`config.mk`:
```
export PLATFORM = sky130hd
export DESIGN_NAME = vec_issue_seq
export DESIGN_NICKNAME = d
export VERILOG_FILES = /design/src/rtl/vec_issue_pkg.sv /design/src/rtl/vec_issue_fields.sv /design/src/rtl/vec_issue_seq.sv
export SDC_FILE = /design/constraint.sdc
export NUM_CORES = 1
export LEC_CHECK = 0
export CAP_MARGIN = 20
export CORE_MARGIN = 2
export CORE_UTILIZATION = 35
export DETAILED_ROUTE_END_ITERATION = 12
export DONT_BUFFER_PORTS = 1
export PLACE_DENSITY = 0.55
export SYNTH_ARGS = -nofsm -noshare
export SYNTH_HDL_FRONTEND = slang
export SYNTH_HIERARCHICAL = 1
export SYNTH_SLANG_ARGS = --single-unit
```
`constraint.sdc`:
```
create_clock -name clk -period 2.1 [get_ports clk]
set_input_delay 0.315 -clock clk [delete_from_list [all_inputs] [get_ports clk]]
set_output_delay 0.315 -clock clk [all_outputs]
set_load 0.02 [all_outputs]
```
`src/rtl/vec_issue_pkg.sv`:
```
// Shared opcodes, sequencer states and decoded-field bundle
// for the vector issue sequencer.
package vec_issue_pkg;

   localparam logic [3:0] OP_VADD = 4'd0;
   localparam logic [3:0] OP_VDOT = 4'd1;
   localparam logic [3:0] OP_SMUL = 4'd2;
   localparam logic [3:0] OP_SST  = 4'd3;
   localparam logic [3:0] OP_VLD  = 4'd4;
   localparam logic [3:0] OP_VST  = 4'd5;
   localparam logic [3:0] OP_SLL  = 4'd6;
   localparam logic [3:0] OP_SLH  = 4'd7;
   localparam logic [3:0] OP_J    = 4'd8;
   localparam logic [3:0] OP_NOP  = 4'd15;

   typedef enum logic [1:0] {
      IDLE,
      LEAD,
      RUN,
      TRAP
   } state_t;

   // vec: VLEN steps (else one); v_all: v_en every step;
   // s_last: s_en on the final step
   typedef struct packed {
      logic [3:0] functype;
      logic [2:0] dst;
      logic [2:0] a1;
      logic [2:0] a2;
      logic [5:0] off;
      logic [7:0] imm;
      logic       vec;
      logic       v_all;
      logic       s_last;
   } fields_t;

endpackage

```
`src/rtl/vec_issue_fields.sv`:
```
// Combinational instruction-to-field extraction; fields not used
// by an opcode stay zero.
module vec_issue_fields
   import vec_issue_pkg::*;
(
   input  logic [15:0] i_instr,
   output fields_t     o_f,
   output logic        o_nop,
   output logic        o_undef
);

   always_comb begin
      o_f          = '0;
      o_f.functype = i_instr[15:12];
      o_nop        = 1'b0;
      o_undef      = 1'b0;
      unique case (i_instr[15:12])
         OP_VADD, OP_SMUL: begin
            o_f.dst   = i_instr[11:9];
            o_f.a1    = i_instr[8:6];
            o_f.a2    = i_instr[5:3];
            o_f.vec   = 1'b1;
            o_f.v_all = 1'b1;
         end
         OP_VDOT: begin
            o_f.dst    = i_instr[11:9];
            o_f.a1     = i_instr[8:6];
            o_f.a2     = i_instr[5:3];
            o_f.vec    = 1'b1;
            o_f.s_last = 1'b1;
         end
         OP_VLD: begin
            o_f.dst   = i_instr[11:9];
            o_f.a1    = i_instr[8:6];
            o_f.off   = i_instr[5:0];
            o_f.vec   = 1'b1;
            o_f.v_all = 1'b1;
         end
         OP_VST: begin
            o_f.a1  = i_instr[8:6];
            o_f.a2  = i_instr[11:9];
            o_f.off = i_instr[5:0];
            o_f.vec = 1'b1;
         end
         OP_SST: begin
            o_f.a1  = i_instr[8:6];
            o_f.a2  = i_instr[11:9];
            o_f.off = i_instr[5:0];
         end
         OP_SLL, OP_SLH: begin
            o_f.a1     = i_instr[11:9];
            o_f.dst    = i_instr[11:9];
            o_f.imm    = i_instr[7:0];
            o_f.s_last = 1'b1;
         end
         OP_J: begin
            o_f.imm = i_instr[7:0];
         end
         OP_NOP: begin
            o_nop = 1'b1;
         end
         default: begin
            o_undef = 1'b1;
         end
      endcase
   end

endmodule

```
`src/rtl/vec_issue_seq.sv`:
```
// Vector decode-and-sequence stage: latches fields on accept and issues
// element steps. VEC_ISSUE_ILLEGAL_TRAP_EN traps undefined opcodes.
module vec_issue_seq
   import vec_issue_pkg::*;
#(
   parameter int VLEN   = 16,
   parameter int LD_LAT = 1
) (
   input  logic                    clk,
   input  logic                    rst,
   input  logic                    i_instr_valid,
   input  logic [15:0]             i_instr,
   output logic                    o_instr_ready,
   input  logic                    i_exec_stall,
   output logic                    o_issue_valid,
   output logic                    o_step_last,
   output logic [$clog2(VLEN)-1:0] o_elem_idx,
   output logic [3:0]              o_functype,
   output logic [2:0]              o_dst_addr,
   output logic [2:0]              o_addr1,
   output logic [2:0]              o_addr2,
   output logic [5:0]              o_offset,
   output logic [7:0]              o_immediate,
   output logic                    o_v_en,
   output logic                    o_s_en,
   output logic                    o_illegal
);

   localparam int IW = $clog2(VLEN);
   localparam int CW = $clog2(VLEN + LD_LAT + 1);
   localparam logic [CW-1:0] VEND = CW'(VLEN - 1);
   localparam logic [CW-1:0] LEND =
      (LD_LAT > 0) ? CW'(LD_LAT - 1) : '0;

   state_t        r_state;
   logic [CW-1:0] r_cnt;
   fields_t       r_f;

   fields_t w_dec;
   logic    w_nop;
   logic    w_undef;
   logic    w_run;
   logic    w_last;
   logic    w_acc;
   logic    w_skip;
   logic    w_trap;
   logic    w_hold;

   vec_issue_fields u_fields (
      .i_instr (i_instr),
      .o_f     (w_dec),
      .o_nop   (w_nop),
      .o_undef (w_undef)
   );

   assign w_run  = (r_state == RUN);
   assign w_last = w_run && (!r_f.vec || (r_cnt == VEND));
   assign w_hold = i_exec_stall && (r_state != IDLE);

   assign o_instr_ready = (r_state == IDLE) ||
                          (w_last && !i_exec_stall);
   assign w_acc = i_instr_valid && o_instr_ready;

   assign o_issue_valid = w_run && !i_exec_stall;
   assign o_step_last   = w_last;
   assign o_elem_idx    = w_run ? r_cnt[IW-1:0] : '0;
   assign o_v_en        = o_issue_valid && r_f.v_all;
   assign o_s_en        = o_issue_valid && r_f.s_last && w_last;

   assign o_functype  = r_f.functype;
   assign o_dst_addr  = r_f.dst;
   assign o_addr1     = r_f.a1;
   assign o_addr2     = r_f.a2;
   assign o_offset    = r_f.off;
   assign o_immediate = r_f.imm;

`ifdef VEC_ISSUE_ILLEGAL_TRAP_EN
   logic r_illegal;

   assign w_skip    = w_nop;
   assign w_trap    = w_undef;
   assign o_illegal = r_illegal;

   // Sticky until reset
   always_ff @(posedge clk or posedge rst) begin
      if (rst) begin
         r_illegal <= 1'b0;
      end else if (w_acc && w_trap) begin
         r_illegal <= 1'b1;
      end
   end
`else
   assign w_skip    = w_nop | w_undef;
   assign w_trap    = 1'b0;
   assign o_illegal = 1'b0;
`endif

   always_ff @(posedge clk or posedge rst) begin
      if (rst) begin
         r_state <= IDLE;
         r_cnt   <= '0;
         r_f     <= '0;
      end else if (!w_hold) begin
         if (w_acc) begin
            r_f   <= w_dec;
            r_cnt <= '0;
            if (w_trap) begin
               r_state <= TRAP;
            end else if (w_skip) begin
               r_state <= IDLE;
            end else if (w_dec.functype == OP_VLD && LD_LAT > 0) begin
               r_state <= LEAD;
            end else begin
               r_state <= RUN;
            end
         end else begin
            unique case (r_state)
               LEAD: begin
                  if (r_cnt == LEND) begin
                     r_state <= RUN;
                     r_cnt   <= '0;
                  end else begin
                     r_cnt <= r_cnt + CW'(1);
                  end
               end
               RUN: begin
                  if (w_last) begin
                     r_state <= IDLE;
                     r_cnt   <= '0;
                  end else begin
                     r_cnt <= r_cnt + CW'(1);
                  end
               end
               default: begin
               end
            endcase
         end
      end
   end

endmodule

```
==> After elaboration in Yosys (flattened, before gate mapping) <==
Cells that the tools add are included.
{ "totals": {"out_inout_bits": 37, "inputBits": 20, "wordCells": 80, "register_bits": 37} }
{ "classes": {"n_bitwise": 2, "n_mux": 21, "addsub": 1, "n_reduce_logical": 31, "eq_ne": 14} }
{ "op_table": {"columns": ["operator", "count"], "rows": [
  ["== test 4 x 3 -> 1 bit (second input constant)", 4],
  ["2-to-1 mux 5 bit", 3],
  ["OR reduction 3 bit", 5],
  ["case mux 3 bit (2 select lines)", 2],
  ["OR reduction 6 bit", 2],
  ["2-to-1 mux 2 bit", 5],
  ["case mux 5 bit (2 select lines)", 1],
  ["OR reduction 10 bit", 1],
  ["== test 4 x 2 -> 1 bit (second input constant)", 2],
  ["== test 4 bit (second input constant)", 2],
  ["logical AND 1 bit", 8],
  ["2-to-1 mux 8 bit", 1],
  ["2-to-1 mux 6 bit", 1],
  ["adder 5 x 1 -> 5 bit (second input constant)", 1],
  ["== test 5 x 4 -> 1 bit (second input constant)", 1],
  ["logical NOT 5 bit", 1],
  ["2-to-1 mux 1 bit", 5],
  ["OR reduction 5 bit", 1],
  ["== test 4 x 1 -> 1 bit (second input constant)", 1],
  ["logical NOT 4 bit", 1],
  ["2-to-1 mux 4 bit", 1],
  ["case mux 2 bit (2 select lines)", 1],
  ["AND reduction 2 bit", 2],
  ["AND reduction 4 bit", 1],
  ["13 further kinds", 16]
]} }

==> Longest topological paths before layout <==
{ "logic_depth": {"depth_word": 8, "depth_mapped": 7, "ltp_nobuf": 7} }

==> Cells and area by module <==
The synthesis kept the hierarchy.
{ "modules_own_cells": {"columns": ["module", "area_each_um2", "instances", "cells_each"], "rows": [
  ["vec_issue_seq", 2063.2, 1, 160],
  ["vec_issue_fields", 445.4, 1, 69]
]} }

==> Worst setup path before layout <==
No wires, ideal clock.
{ "synth_path": {"kind": "register to register", "startpoint": "reg r_cnt[0]", "endpoint": "reg r_f, in the netlist o_addr1[0]", "path_stages_with_launch": 7, "setup_time_ps": 125, "t_required_ps": 1975, "t_arrival_ps": 1786, "path_slack_ps": 189, "synth_period_minus_slack_ps": 1911, "cell_sequence": "dfrtp_1 ha_1 and3_1 ha_1 o211ai_4 buf_6 mux2_4"} }
{ "synth_via": {"elab_chain_cells": 7} }
{ "synth_lines": {"columns": ["element", "line_no", "text"], "rows": [
  ["start, declared", "vec_issue_seq.sv:36", "logic [CW-1:0] r_cnt;"],
  ["start signal, assigned", "vec_issue_seq.sv:123", "r_cnt <= r_cnt + CW'(1);"],
  ["start signal, assigned", "vec_issue_seq.sv:131", "r_cnt <= r_cnt + CW'(1);"],
  ["== test 5 x 4 -> 1 bit", "vec_issue_seq.sv:57", "assign w_last = w_run && (!r_f.vec || (r_cnt == VEND));"],
  ["logical OR 1 bit", "vec_issue_seq.sv:57", null],
  ["logical AND 1 bit", "vec_issue_seq.sv:57", null],
  ["logical AND 1 bit", "vec_issue_seq.sv:61", "(w_last && !i_exec_stall);"],
  ["logical OR 1 bit", "vec_issue_seq.sv:60", "assign o_instr_ready = (r_state == IDLE) ||"],
  ["logical AND 1 bit", "vec_issue_seq.sv:62", "assign w_acc = i_instr_valid && o_instr_ready;"],
  ["AND reduction 2 bit (no line)", null, null],
  ["end signal, assigned", "vec_issue_seq.sv:105", "r_f <= w_dec;"],
  ["end, declared", "vec_issue_seq.sv:37", "fields_t r_f;"]
]} }
No other way between the ends.
A chain may end at the register's enable or synchronous reset.

==> Final worst setup path <==
{ "layout_path": {"startpoint": "reg r_cnt[1]", "endpoint": "out o_instr_ready"} }
{ "layout_via": {"elab_chain_cells": 5} }
{ "layout_lines": {"columns": ["element", "line_no", "text"], "rows": [
  ["== test 5 x 4 -> 1 bit", "vec_issue_seq.sv:57", null],
  ["logical OR 1 bit", "vec_issue_seq.sv:57", null],
  ["logical AND 1 bit", "vec_issue_seq.sv:57", null],
  ["logical AND 1 bit", "vec_issue_seq.sv:61", null],
  ["logical OR 1 bit", "vec_issue_seq.sv:60", null],
  ["end, declared", "vec_issue_seq.sv:13", "output logic o_instr_ready,"]
]} }
No other way between the ends.

==> metrics.csv <==
stage;metric;value;unit
cells_and_area;seq_area;926;sq um
global_route;track_usage;0.132;
worst_setup_path;cp_max_fo;4;
worst_setup_path;cp.required;1.78;ns
logic_synthesis;syn_nets;252;
clocking;clkTransAtPathRegs;0.09;ns
timing;grt_setup_unrepaired;true;
logic_synthesis;synthDistinctLibCells;45;
job;maxCapViolations;0;
clocking;ctsLongestPathBuffers;2;
logic_synthesis;yosys_warnings;6;
placed_design;gp_congestion;0.754;
placed_design;io_buffers;0;
timing;finalSetupTns;0;ns
die;die-area;7860;sq um
worst_setup_path;arrival;1.72;ns
global_route;overflow;0;
cells_and_area;fin_cells;299;
die;pin_count;57;
clocking;clkLatencyLatePin;0.29;ns
logic_synthesis;synth_edf_count;0;
timing;finalSetupViolCount;0;
timing;timing.fmax;0.490;GHz
worst_setup_path;critical_path_class;flop to primary output;
die;die_h;88.7;um
logic_synthesis;ys_seq_elements;37;
logic_synthesis;ys_seq_area_frac;0.369;
cells_and_area;fin_util;0.371;
routing;drc;0;
timing;maxSlewViolCount;0;
clocking;clock-sinks;37;
timing;layout_min_cycle_time;2.04;ns
global_route;grt_pass1_vias;1412;
placed_design;dpl_worst_slack;0.119;ns
timing;setup_ws;0.0608;ns
cells_and_area;drive_gt1_frac;0.345;
logic_synthesis;yosys_most_used_dff;dfrtp_1;
logic_synthesis;yosys.area.top_type;dfrtp_1;
routing;routed-via-count;1464;
die;fp.dieW;88.7;um
worst_setup_path;setup.worst_path.end_class;primary output;
routing;drt_first_pass_iters;4;
die;rows;30;
cells_and_area;n_antenna_cell;0;
global_route;grt_antenna_before_repair;0;
logic_synthesis;synth_top_area_frac;0.369;
clocking;htreeDepth;2;
routing;routedWlPerCell;16.1;um
power;power_leakage;1.17;nW
power;vdd_drop_max;344;uV
worst_hold_path;worstHoldPathType;input pin to asynchronous set/reset pin;
die;core_area;6870;sq um
routing;wirelength;4820;um
cells_and_area;syn2layout_area_growth;1.55;%
logic_synthesis;syn_inst;229;
timing;finalCritPeriodShare;0.971;
placed_design;dpl.hpwl;3450;um
logic_synthesis;netlist_area;2510;sq um
die;start_util;0.365;
timing;hold_violations;0;
timing;fin_skew;0.0103;ns
routing;vias_per_cell;4.90;
routing;ant_nets;0;
cells_and_area;fin_nets;225;
clocking;cts_root_buffer;clkbuf_8;
cells_and_area;multi_input_area;1270;sq um
logic_synthesis;synth.most_common_cell;dfrtp_1;
placed_design;dpl.cell_count;290;
status;outcome;completed;
global_route;grt_max_degree;38;
routing;drt_iter0_drc;57;
logic_synthesis;synthArstFlopShare;1.00;
logic_synthesis;syn_area_per_cell;11.0;sq um
global_route;grt_pass1_wl;7780;um
worst_setup_path;start_kind;flop;
clocking;numCtsBuffers;5;
logic_synthesis;synthTopCellsByCount;dfrtp_1 (37), buf_4 (34), mux2_4 (30), nand2_1 (14), and2_1 (13);
power;power_per_cell_area;1120;nW/um^2
clocking;cts_tree;yes;
logic_synthesis;synthTopCellsByArea;dfrtp_1 (37%), mux2_4 (18%), buf_4 (10%);
cells_and_area;fill_cells;685;
-- report_power, final --
| part | switching [mW] | internal, mW |
|---|---|---|
| logic | 0.399 | 0.541 |
| clock network | 0.283 | 0.356 |
| registers | 0.381 | 0.905 |
| total | 1.06 | 1.80 |
-- worst max-delay path, cell delays in order, from the launching register on --
cell	delay, ns
dfrtp_1	0.40
ha_2	0.21
and3_4	0.20
ha_4	0.17
nor2b_4	0.05
o21a_1	0.17
nor2_2	0.12
buf_6	0.13
-- layer usage --
metal,GRT usage,vias to the layer above,share of wire
li1,-,695,-
met1,0.163,727,0.44
met2,0.206,38,0.49
met3,0.0513,4,0.065
met4,0.0523,0,0.013
met5,0,-,0
-- final timing paths --
path                        startpoint       endpoint  slack, ns  cells after the start
max                           r_cnt[1]  o_instr_ready       0.06                      7
min                                rst         r_f[2]       0.02                      2
max reg2reg                   r_cnt[1]     r_state[1]       0.20                      7
min reg2reg                     r_f[1]         r_f[1]       0.53                      1
max in group asynchronous          rst  o_dst_addr[1]       1.74                      2
min in group clk           i_instr[13]  o_functype[1]       0.17                      1
-- sequential cells by signal (all words and copies together) (netlist names) --
signal / count
o_functype: 4
r_state: 2
r_cnt: 5
o_immediate: 8
o_addr2: 3
o_dst_addr: 3
r_f: 3
o_offset: 6
o_addr1: 3
-- logic make-up after synthesis --
kind of cell | share of synthesized area
xor+xnor | 0.00349
buf+inv | 0.135
other cells | 0.00149
compound gates | 0.104
simple gates | 0.179
fa+ha+maj | 0.0150
mux | 0.193
flops | 0.369
-- cell type report --
cell class | instances | area share
Clock buffer | 5 | 0.0270
Clock inverter | 3 | 0.0182
Inverter | 6 | 0.00884
Multi-Input combinational cell | 144 | 0.500
Sequential cell | 37 | 0.363
Tap cell | 96 | 0.0472
Timing Repair Buffer | 8 | 0.0349
-- per-stage QoR --
stage	hold WS (ns)	instance area (sq um)	power [mW]
after global routing	0.0533	2550	3.05
after floorplan	0.465	2510	2.26
after global placement	0.352	2390	2.21
after detailed placement	0.354	2390	2.23
final	0.0230	2550	2.86
after CTS	0.0323	2510	2.88
-- timing repair --
| action | 4_1_cts | 5_1_grt |
|---|---|---|
| buffers inserted | 0 | 1 |
| gates resized for setup | 2 | 7 |
| setup endpoints to repair | 2 | 3 |
| pin swaps | 0 | 3 |
| hold buffers | 0 | 0 |
| gates cloned | 0 | 0 |
-- cells in the final DEF (no fill, tap or decap), types with 2 or more instances in the layout --
cell type	n
dfrtp_1	37
mux2_4	30
nand2_1	14
and2_1	13
a21oi_1	11
nor2b_1	8
nor2b_2	8
nor2_1	7
inv_1	6
clkbuf_8	5
buf_4	5
o21ai_1	4
o32ai_1	4
nand3_1	4
nand2b_1	3
a31oi_1	3
nor2b_4	2
o21a_1	2
a22o_1	2
buf_12	2
and3_1	2
(Power assumes the default switching activity.)
